$ cat src/rtl/d_e_reg.sv
// D/E pipeline register: latches decode-stage results for the execute stage.
// It loads normal instructions, inserts bubbles on flush and holds while E
// is busy. It also counts the bubbles it inserts.
// Optional build macro D_E_KEEP_PC_EN: when defined, a bubble keeps D_pc in
// E_pc so exception reporting and the trace display still see a PC.
module d_e_reg #(
  parameter int unsigned DW    = 32,
  parameter int unsigned CNT_W = 16
) (
  input  logic             clk,
  input  logic             reset,
  input  logic             D_E_en,
  input  logic             D_E_flush,
  input  logic [DW-1:0]    D_pc,
  input  logic [DW-1:0]    D_instr,
  input  logic [DW-1:0]    D_rs_data,
  input  logic [DW-1:0]    D_rt_data,
  input  logic [DW-1:0]    D_EXT_imm32,
  input  logic [4:0]       D_A3,
  input  logic [1:0]       D_Tnew,
  output logic [DW-1:0]    E_pc,
  output logic [DW-1:0]    E_instr,
  output logic [DW-1:0]    E_rs_data,
  output logic [DW-1:0]    E_rt_data,
  output logic [DW-1:0]    E_EXT_imm32,
  output logic [4:0]       E_A3,
  output logic [1:0]       E_Tnew,
  output logic             E_valid,
  output logic [CNT_W-1:0] bubble_cnt
);

  logic [DW-1:0]    pc_q,    pc_d;
  logic [DW-1:0]    instr_q, instr_d;
  logic [DW-1:0]    rs_q,    rs_d;
  logic [DW-1:0]    rt_q,    rt_d;
  logic [DW-1:0]    imm_q,   imm_d;
  logic [4:0]       a3_q,    a3_d;
  logic [1:0]       tnew_q,  tnew_d;
  logic             valid_q, valid_d;
  logic [CNT_W-1:0] cnt_q,   cnt_d;

  // Next-state selection: hold, bubble load or normal load.
  always_comb begin
    pc_d    = pc_q;
    instr_d = instr_q;
    rs_d    = rs_q;
    rt_d    = rt_q;
    imm_d   = imm_q;
    a3_d    = a3_q;
    tnew_d  = tnew_q;
    valid_d = valid_q;
    cnt_d   = cnt_q;
    if (D_E_en) begin
      if (D_E_flush) begin
`ifdef D_E_KEEP_PC_EN
        pc_d    = D_pc;
`else
        pc_d    = '0;
`endif
        instr_d = '0;
        rs_d    = '0;
        rt_d    = '0;
        imm_d   = '0;
        a3_d    = 5'd0;
        tnew_d  = 2'd0;
        valid_d = 1'b0;
        cnt_d   = cnt_q + CNT_W'(1);
      end else begin
        pc_d    = D_pc;
        instr_d = D_instr;
        rs_d    = D_rs_data;
        rt_d    = D_rt_data;
        imm_d   = D_EXT_imm32;
        a3_d    = D_A3;
        // One stage later, the result is one cycle closer; never below zero.
        tnew_d  = (D_Tnew == 2'd0) ? 2'd0 : D_Tnew - 2'd1;
        valid_d = 1'b1;
      end
    end
  end

  // State registers with asynchronous clear.
  always_ff @(posedge clk or posedge reset) begin
    if (reset) begin
      pc_q    <= '0;
      instr_q <= '0;
      rs_q    <= '0;
      rt_q    <= '0;
      imm_q   <= '0;
      a3_q    <= 5'd0;
      tnew_q  <= 2'd0;
      valid_q <= 1'b0;
      cnt_q   <= '0;
    end else begin
      pc_q    <= pc_d;
      instr_q <= instr_d;
      rs_q    <= rs_d;
      rt_q    <= rt_d;
      imm_q   <= imm_d;
      a3_q    <= a3_d;
      tnew_q  <= tnew_d;
      valid_q <= valid_d;
      cnt_q   <= cnt_d;
    end
  end

  assign E_pc        = pc_q;
  assign E_instr     = instr_q;
  assign E_rs_data   = rs_q;
  assign E_rt_data   = rt_q;
  assign E_EXT_imm32 = imm_q;
  assign E_A3        = a3_q;
  assign E_Tnew      = tnew_q;
  assign E_valid     = valid_q;
  assign bubble_cnt  = cnt_q;

endmodule

$ cat config.mk
export PLATFORM = sky130hd
export DESIGN_NAME = d_e_reg
export DESIGN_NICKNAME = d
export VERILOG_FILES = /design/src/rtl/d_e_reg.sv
export SDC_FILE = /design/constraint.sdc
export NUM_CORES = 1
export LEC_CHECK = 0
export BUFFER_PORTS_ARGS = -buffer_cell sky130_fd_sc_hd__buf_2
export CAP_MARGIN = 20
export CELL_PAD_IN_SITES_DETAIL_PLACEMENT = 1
export CELL_PAD_IN_SITES_GLOBAL_PLACEMENT = 1
export CORE_MARGIN = 2
export CORE_UTILIZATION = 32
export CTS_CLUSTER_DIAMETER = 150
export DETAILED_ROUTE_END_ITERATION = 6
export PLACE_DENSITY = 0.75
export SETUP_SLACK_MARGIN = 0.02
export SLEW_MARGIN = 30
export SYNTH_ARGS = -nofsm -noshare
export SYNTH_HDL_FRONTEND = slang
export SYNTH_SLANG_ARGS = --single-unit
export TNS_END_PERCENT = 30
$ cat constraint.sdc
create_clock -name clk -period 10.6 [get_ports clk]
set_input_delay 1.59 -clock clk [delete_from_list [all_inputs] [get_ports clk]]
set_output_delay 1.59 -clock clk [all_outputs]
set_load 0.02 [all_outputs]
==> reports/results.txt <==
status: finished, final reports clean
Post-CTS Setup Bufs: 0
drt total wl: 19360 µm
Core Region: 20170 µm²
Setup Crit Path Kind: input pin to flop
worst r2r path cells: 4
worst slew pin tran: 0.9481 ns
worst path required time: 10.95 ns
Worst Slack Setup Final: 7.627 ns
vias post-DR: 5203
PD cells: 186.6 nW/µm²
max cap viols: 0
First-pass DRT Iterations: 4
WL/cell: 18.21 µm
DRC viols: 0
Syn Inst Count: 437
HP Start: bubble_cnt[15]
Nets: 951
Clock Path Buffers: 2
Synth area leaders: dfrtp_1, a22o_1, buf_2
port bufs: 354
global-route wire length before repair: 30550 µm
# IOs: 355
hold path cells: 1
reg2reg end: bubble_cnt[12]
critical path capture point type: flop
period utilisation layout: 0.2805
Syn. warnings: 0
clock insertion delay at the later pin of the skew report: 0.42 ns
Final Critical Period: 2.973 ns
most frequent cells in the layout: buf_2, dfrtp_1, a22o_1
fillers: 2230
Hold Path Class: flop to flop
Synth top area share: 0.7022
reg-to-reg startpoint: bubble_cnt[0]
maximum VDD drop: 0.09168 mV
final slew viol count: 0
Detail Route Antenna Nets: 0
Slew headroom: 0.3679
chip width: 147.2 µm
Initial Util: 0.3251
clk slew on worst S/H paths: 0.07 ns
Die ar.: 21650 µm²
num rows: 52
Sink Count: 184
Die Height: 147.2 µm
Pleak: 5.064 nW
GP Congestion: 0.7361
detailed placement HPWL: 13910 µm
H-tree level count: 4
Iter 0 DRT Violations: 160
Final Hold Fails: 0
Via density: 4.895
most common cell after layout, fill and taps aside: buf_2
RSZ-0062 raised after global routing: false
sequential area share after synthesis: 0.7022
largest net degree at the start of global routing: 93
initial antenna violation count: 1
CTS tree: yes
worst slack, placed: 6.999 ns
area leader, netlist: dfrtp_1
setup TNS: 0 ns
Final Setup Violations: 0
Hold Buf Count CTS: 0
fin util: 0.4525
CP Launch Type: input pin
share of cells above drive strength 1: 0.4987
Final Skew: 0.007556 ns
Global Route Usage Sum: 0.1785
Max Fanout on Critical Path: 92
CTS Root Cell: clkbuf_16
Yosys cell types: 20
Area Overhead vs Synth: 39.19%
global route overflow: 0
Resized cells post-CTS: 0
cell area after synthesis: 6558 µm²
Num CTS Buffers: 17
Synth Register Bits: 184
Avg Inst Size Synth: 15.01 µm²
Reg2Reg Setup Slack: 9.21 ns
Syn Nets: 609
CP arrival: 3.32 ns
vias in the first global route: 5518
hold worst-path end: bubble_cnt[15]
f_max: 0.3363 GHz
## where the power goes
part           total [W]  internal, W  switching (W)
registers       0.000806     0.000762      0.0000447
logic           0.000282     0.000112       0.000170
clock network   0.000615     0.000318       0.000296
total            0.00170      0.00119       0.000511
## worst max path at each step
stage / startpoint / end / slack (ns) / depth (start not counted)
floorplan: reset / E_A3[0] / 4.01 / 1
global route: D_E_en / E_instr[30] / 7.53 / 4
global placement: D_E_en / E_A3[4] / 6.99 / 4
finish: D_E_en / E_rs_data[29] / 7.63 / 4
detailed placement: D_E_en / E_rs_data[29] / 7.00 / 4
CTS: D_E_en / E_rt_data[3] / 7.46 / 4
## area by class of cell
| type | instances | area (µm²) | share of cell area |
|---|---|---|---|
| Clock buffer | 18 | 439.2 | 0.04812 |
| Inverter | 2 | 17.52 | 0.001919 |
| Timing Repair Buffer | 359 | 1813 | 0.1986 |
| Clock inverter | 14 | 126.4 | 0.01385 |
| Antenna cell | 1 | 2.502 | 0.0002742 |
| Tap cell | 270 | 337.8 | 0.03701 |
| Sequential cell | 184 | 4604 | 0.5045 |
| Multi-Input combinational cell | 215 | 1787 | 0.1958 |
## flip-flops by register name, indices dropped and copies added (netlist names)
register / flops
E_rs_data: 32
E_EXT_imm32: 32
E_Tnew: 2
E_A3: 5
E_pc: 32
E_rt_data: 32
E_valid: 1
E_instr: 32
bubble_cnt: 16
## routing by layer
layer | wire length (µm) | global-route usage | up-vias
met5 | 0 | 0 | -
met4 | 239 | 0.04808 | 0
met2 | 9775 | 0.3002 | 225
li1 | - | - | 2351
met1 | 7998 | 0.2244 | 2612
met3 | 1343 | 0.05466 | 15
## cells by family after synthesis
logic type	Yosys count	synth area share
buffers and inverters	38	0.02652
adder cells (fa/ha/maj)	1	0.001908
multiplexers	1	0.001717
AO/OA/AOI/OAI	168	0.2240
AND/OR/NAND/NOR	30	0.02366
XOR/XNOR	15	0.02003
flip-flops	184	0.7022
## synthesized netlist by cell type (all sizes together)
cell type    n
dfrtp      184
a22o       164
buf         25
clkbuf      11
xnor2        9
nand2        8
and3         6
xor2         6
nor2         5
nand3        4
nand4        4
and4         2
inv          2
o2bb2ai      2
a21o         1
ha           1
mux2         1
nand2b       1
o31ai        1
## per-stage QoR
step	area, µm²	total power, W	std cells	hold slack [ns]
after floorplan	6558	0.0009747	437	0.5778
after global placement	8553	0.001097	1030	0.4554
after detailed placement	8553	0.001105	1030	0.4616
after CTS	9119	0.001726	1062	0.4805
after global routing	9128	0.001787	1063	0.4991
final	9128	0.001703	1063	0.4728
## worst max-delay path, cell delays in order
cell and delay [ns]:
buf_2 0.15, inv_6 0.47, buf_4 0.72, a22o_1 0.28
(Power assumes the default switching activity.)
